===== config.mk =====
export PLATFORM = sky130hd
export DESIGN_NAME = interrupt_sequencer
export DESIGN_NICKNAME = d
export VERILOG_FILES = /design/src/rtl/cpu_pkg.sv /design/src/rtl/pin_synchronizer.sv /design/src/rtl/interrupt_sequencer.sv
export SDC_FILE = /design/constraint.sdc
export NUM_CORES = 1
export LEC_CHECK = 0
export CAP_MARGIN = 20
export CELL_PAD_IN_SITES_DETAIL_PLACEMENT = 0
export CELL_PAD_IN_SITES_GLOBAL_PLACEMENT = 1
export CORE_MARGIN = 1.5
export CORE_UTILIZATION = 39
export DETAILED_ROUTE_END_ITERATION = 10
export GPL_ROUTABILITY_DRIVEN = 0
export PLACE_DENSITY_LB_ADDON = 0.1
export RECOVER_POWER = 25
export REMOVE_ABC_BUFFERS = 1
export SETUP_SLACK_MARGIN = 0.5
export SLEW_MARGIN = 20
export SYNTH_ARGS = -nofsm -noshare
export SYNTH_HDL_FRONTEND = slang
export SYNTH_HIERARCHICAL = 1
export SYNTH_SLANG_ARGS = --single-unit

===== constraint.sdc =====
create_clock -name clk -period 3.59 [get_ports clk]
set_clock_uncertainty 0.1 [all_clocks]
set_input_delay 0.359 -clock clk [delete_from_list [all_inputs] [get_ports clk]]
set_output_delay 0.359 -clock clk [all_outputs]
set_load 0.01 [all_outputs]

===== src/rtl/cpu_pkg.sv =====
// Shared types and constants for the interrupt sequencer.
package cpu_pkg;

   typedef enum logic [2:0] {
      IDLE = 3'd0,
      S1   = 3'd1,
      S2   = 3'd2,
      S3   = 3'd3,
      S4   = 3'd4,
      S5   = 3'd5,
      S6   = 3'd6
   } state_t;

   typedef enum logic [1:0] {
      SOFT_BRK = 2'd0,
      HW_IRQ   = 2'd1,
      HW_NMI   = 2'd2,
      HW_RES   = 2'd3
   } seq_t;

   localparam logic [7:0] NMI_VEC_LO_DEF = 8'hFA;
   localparam logic [7:0] RES_VEC_LO_DEF = 8'hFC;
   localparam logic [7:0] IRQ_VEC_LO_DEF = 8'hFE;

endpackage


===== src/rtl/pin_synchronizer.sv =====
// Multi-flop synchroniser for an active-low asynchronous pin.
// The flops reset to 1, which is the idle level of the pin.
module pin_synchronizer #(
   parameter int STAGES = 2
) (
   input  logic clk,
   input  logic rst,
   input  logic pin,
   output logic sync
);

   logic [STAGES-1:0] ff;

   always_ff @(posedge clk or posedge rst) begin
      if (rst) ff <= '1;
      else     ff <= {ff[STAGES-2:0], pin};
   end

   assign sync = ff[STAGES-1];

endmodule


===== src/rtl/interrupt_sequencer.sv =====
// BRK/IRQ/NMI/RESET sequencer for the 7-cycle interrupt entry.
// Pin sync, NMI edge latch, IRQ masking and vector selection.
module interrupt_sequencer
   import cpu_pkg::*;
#(
   parameter int         SYNC_STAGES = 2,
   parameter logic [7:0] NMI_VEC_LO  = NMI_VEC_LO_DEF,
   parameter logic [7:0] RES_VEC_LO  = RES_VEC_LO_DEF,
   parameter logic [7:0] IRQ_VEC_LO  = IRQ_VEC_LO_DEF
) (
   input  logic       clk,
   input  logic       rst,
   input  logic       irq_n,
   input  logic       nmi_n,
   input  logic       rdy,
   input  logic       sync_fetch,
   input  logic       brk_opcode,
   input  logic       interrupt_flag,
   output logic       seq_active,
   output logic [2:0] seq_cycle,
   output logic       inject_brk,
   output logic       write_inhibit,
   output logic       b_out_n,
   output logic       break_done,
   output logic [7:0] vec_lo
);

   state_t state;
   seq_t   kind;
   seq_t   vec_kind;
   logic   irq_s;
   logic   nmi_s;
   logic   nmi_prev;
   logic   nmi_latch;
   logic   res_latch;
   logic   nmi_edge;
   logic   irq_req;
   logic   fire6;

   pin_synchronizer #(.STAGES(SYNC_STAGES)) u_irq_sync (
      .clk  (clk),
      .rst  (rst),
      .pin  (irq_n),
      .sync (irq_s)
   );

   pin_synchronizer #(.STAGES(SYNC_STAGES)) u_nmi_sync (
      .clk  (clk),
      .rst  (rst),
      .pin  (nmi_n),
      .sync (nmi_s)
   );

   assign nmi_edge   = nmi_prev & ~nmi_s;
   assign irq_req    = ~irq_s & ~interrupt_flag;
   assign fire6      = rdy && (state == S6);
   assign break_done = fire6;
   assign seq_active = (state != IDLE);
   assign seq_cycle  = state;

   // Edge detect runs every cycle; a new edge beats the S6 clear.
   always_ff @(posedge clk or posedge rst) begin
      if (rst) begin
         nmi_prev  <= 1'b1;
         nmi_latch <= 1'b0;
      end else begin
         nmi_prev <= nmi_s;
         if (nmi_edge)
            nmi_latch <= 1'b1;
         else if (fire6 && vec_kind == HW_NMI)
            nmi_latch <= 1'b0;
      end
   end

   always_ff @(posedge clk or posedge rst) begin
      if (rst) begin
         state         <= IDLE;
         kind          <= SOFT_BRK;
         vec_kind      <= HW_IRQ;
         res_latch     <= 1'b1;
         inject_brk    <= 1'b0;
         write_inhibit <= 1'b0;
         b_out_n       <= 1'b1;
         vec_lo        <= IRQ_VEC_LO;
      end else if (rdy) begin
         unique case (state)
            IDLE: begin
               if (res_latch) begin
                  state   <= S1;
                  kind    <= HW_RES;
                  b_out_n <= 1'b0;
               end else if (sync_fetch && (nmi_latch || irq_req)) begin
                  state      <= S1;
                  kind       <= HW_IRQ;
                  b_out_n    <= 1'b0;
                  inject_brk <= 1'b1;
               end else if (sync_fetch && brk_opcode) begin
                  state   <= S1;
                  kind    <= SOFT_BRK;
                  b_out_n <= 1'b1;
               end
            end
            S1: begin
               state         <= S2;
               inject_brk    <= 1'b0;
               write_inhibit <= (kind == HW_RES);
            end
            S2: state <= S3;
            S3: state <= S4;
            // An NMI seen up to this edge hijacks the vector.
            S4: begin
               state         <= S5;
               write_inhibit <= 1'b0;
               if (res_latch) begin
                  vec_kind <= HW_RES;
                  vec_lo   <= RES_VEC_LO;
               end else if (nmi_latch || nmi_edge) begin
                  vec_kind <= HW_NMI;
                  vec_lo   <= NMI_VEC_LO;
               end else begin
                  vec_kind <= HW_IRQ;
                  vec_lo   <= IRQ_VEC_LO;
               end
            end
            S5: begin
               state  <= S6;
               vec_lo <= vec_lo | 8'h01;
            end
            S6: begin
               state   <= IDLE;
               b_out_n <= 1'b1;
               if (vec_kind == HW_RES) res_latch <= 1'b0;
            end
            default: state <= IDLE;
         endcase
      end
   end

endmodule


==> reports/qor.yml <==
clocking:
  clock_sinks: 21
  post_cts_resize_count: 0
  ctsLongestPathBuffers: 2
  clock_latency_ps: 300
  htree_num_levels: 1
  cts_root_buf: "clkbuf_4"
  cts_tree: "built"
  clk_transition_reported_paths_ps: 120
  cts_hold_buf: 0
  cts_buffers: 3
  post_cts_buffers: 0
final_layout:
  multi_input_gate_area_um2: 334.1
  n_fill_cell: 216
  instances_no_fill: 134
  finish.instance_area_um2: 1192
  antenna_cells: 0
  finalCoreUtilization: 0.5239
  seq_area_um2: 539.3
  fin_nets: 115
  syn_to_final_growth_pct: 24.41
  fraction_of_layout_instances_using_a_drive_strength_above_1: 0.2075
drt:
  wirelength_um: 1739
  first_pass_iters: 3
  post-route-drc-count: 0
  drt_iter0_drc: 6
  viasPerCell: 4.985
  post_drt_wl_per_cell_um: 12.98
  ant_nets: 0
  via_count: 668
power:
  power.sequential.fraction: 0.477
  clock_power_share: 0.121
  netSwitchingFraction: 0.3553
  power-per-cell-area_nw_per_um2: 793.0
  design_power_total_mw: 0.9456
  pwr-share-comb: 0.402
  leakagePower_nw: 0.4867
  net-switching-power_mw: 0.3359
  p_int_mw: 0.6097
  worst_ir_drop_vdd_uv: 456.2
die:
  core_um2: 2276
  floorplan.io_pins: 24
  initial_utilization: 0.4211
  die_w_um: 52.58
  num_rows: 17
  die_h_um: 52.58
  design.die.area_um2: 2764
critical_path:
  worstSetupPathType: "register to primary output"
  critPathLaunchType: "register"
  cp-end-kind: "primary output"
  worstPathMaxFanout: 14
  crit_family: "flip-flops"
  timing.critical_path.cells: "and4b_1, clkdlybuf4s50_1"
  worst_path_largest_cell_delay_ps: 710
  critPathArrivalTime_ps: 1900
  endpoint_required_time_on_the_critical_path_ps: 3130
  cp_slowest_cell: "dfrtp_1"
  path_buf_inv: 1
logic_synthesis:
  ys.warnings.count: 6
  post_synth.cell_area_avg_um2: 11.02
  share_of_yosys_cell_area_claimed_by_the_top_area_cell_type: 0.3016
  syn-cell-area_um2: 958.4
  synth_seq_area_share: 0.5627
  yosys.cell_count.top_type: "dfstp_2"
  synth.area.top_cells: "dfstp_2, dfrtp_1, buf_4, nand2_1, inv_1"
  async_reset_ff_frac: 1.000
  yosysUniqueCellTypes: 35
  synth_top_cells_by_count: "dfstp_2, dfrtp_1, nand2_1, inv_1, buf_4"
  yosys_register_bits: 21
  synthFlopType: "dfstp_2"
  yosysTopAreaCell: "dfstp_2"
  synthCells: 87
  post_synth_edffs: 0
sta:
  number_of_hold_slack_violations_in_the_final_timing_report: 0
  rsz0062_at_grt: "false"
  period_share: 0.6583
  layout_min_cycle_time_ps: 2363
  hold-worst-slack_ps: 265.2
  clock.fmax_mhz: 423.1
  final-setup-viol-count: 0
  worst_slew_pin_slew_ps: 627.8
  setup_ws_ps: 1227
  finalSetupTns_ps: 0
  slew-limit-headroom: 0.5810
  timing_max_transition_violations_final: 0
placement:
  dp.cells: 130
  final_hpwl_from_detailed_placement_um: 1254
  postPlaceCellArea_um2: 1165
  place_ws_ps: 1260
  port-buffer-count: 23
global_routing:
  groute.layer.met3.usage: 0.03714
  grt_overflow_total: 0
  grt_use_met2: 0.1875
  maximum_number_of_pins_on_one_net_before_global_route_repair: 18
  via_count_of_the_first_global_routing_pass: 595
  grt_first_pass_wirelength_um: 2815
  grtUsageTotal: 0.1458
  antenna_found_initial: 0
  grt.busiest_layer: "met1"
  globalRouteMet1Util: 0.2139
flow_run:
  max_cap_violations: 0
min_path:
  hold_path_class: "register to register"
run_status:
  status: "completed"
[worst reg2reg max path: stages, from the launching register on]
cell and delay, ps:
dfrtp_1 600, nor4b_4 370, and2_4 200, nand2_1 50, a21o_1 170
[kinds of logic (layout without fill, tap and decap cells)]
group,Yosys count,count (layout),synth area share
AOI/OAI and AO/OA,22,22,0.1528
buffers and inverters,15,34,0.08878
DFF,21,21,0.5627
xor gates and xnor gates,1,1,0.009140
and+or+nand+nor,28,28,0.1867
[final cells by class]
type,count,area share
flip-flops and latches,21,0.4523
clock buffers,3,0.01889
clock inverters,1,0.004197
inverters,7,0.02204
multi-input cells,51,0.2802
repair buffers,23,0.1931
well taps,28,0.02938
[flip-flops by register name, indices dropped and copies added (netlist names)]
| register | count |
|---|---|
| u_irq_sync/ff | 2 |
| seq_cycle | 3 |
| vec_kind | 2 |
| kind | 2 |
| write_inhibit | 1 |
| b_out_n | 1 |
| vec_lo | 4 |
| u_nmi_sync/ff | 2 |
| inject_brk | 1 |
| nmi_latch | 1 |
| nmi_prev | 1 |
| res_latch | 1 |
[power groups by stage]
stage | Combinational (mW) | Clock (mW) | Sequential, mW
floorplan | 0.160 | 0 | 0.470
global placement | 0.382 | 0 | 0.452
detailed placement | 0.384 | 0 | 0.455
CTS | 0.386 | 0.120 | 0.451
global route | 0.418 | 0.132 | 0.468
finish | 0.380 | 0.114 | 0.451
[layer usage]
layer / routed length, µm / vias up
li1: - / 333
met1: 913 / 317
met2: 723 / 14
met3: 64 / 4
met4: 36 / 0
met5: 0 / -
[layout by cell type, fill, tap and decap left out, types with 2 or more instances in the layout]
cell type / n
o21ai_0: 2
nand2_1: 8
o21a_1: 3
nor2_1: 4
a21oi_1: 4
o21ai_1: 2
a22o_1: 2
nand3_1: 2
dfstp_2: 11
dfrtp_1: 10
dlygate4sd3_1: 3
nor4_1: 2
clkbuf_4: 3
inv_1: 7
clkdlybuf4s50_1: 20
a31oi_1: 3
[final timing paths]
check,startpoint,to,slack [ps],cells after the start
max,seq_cycle[1],break_done,1230,2
min,u_irq_sync/ff[0],u_irq_sync/ff[1],270,0
max reg2reg,seq_cycle[1],kind[0],2000,4
min reg2reg,u_irq_sync/ff[0],u_irq_sync/ff[1],270,0
max in group asynchronous,rst,kind[0],2480,2
min in group asynchronous,rst,u_nmi_sync/ff[0],450,2
(Power assumes the default switching activity.)
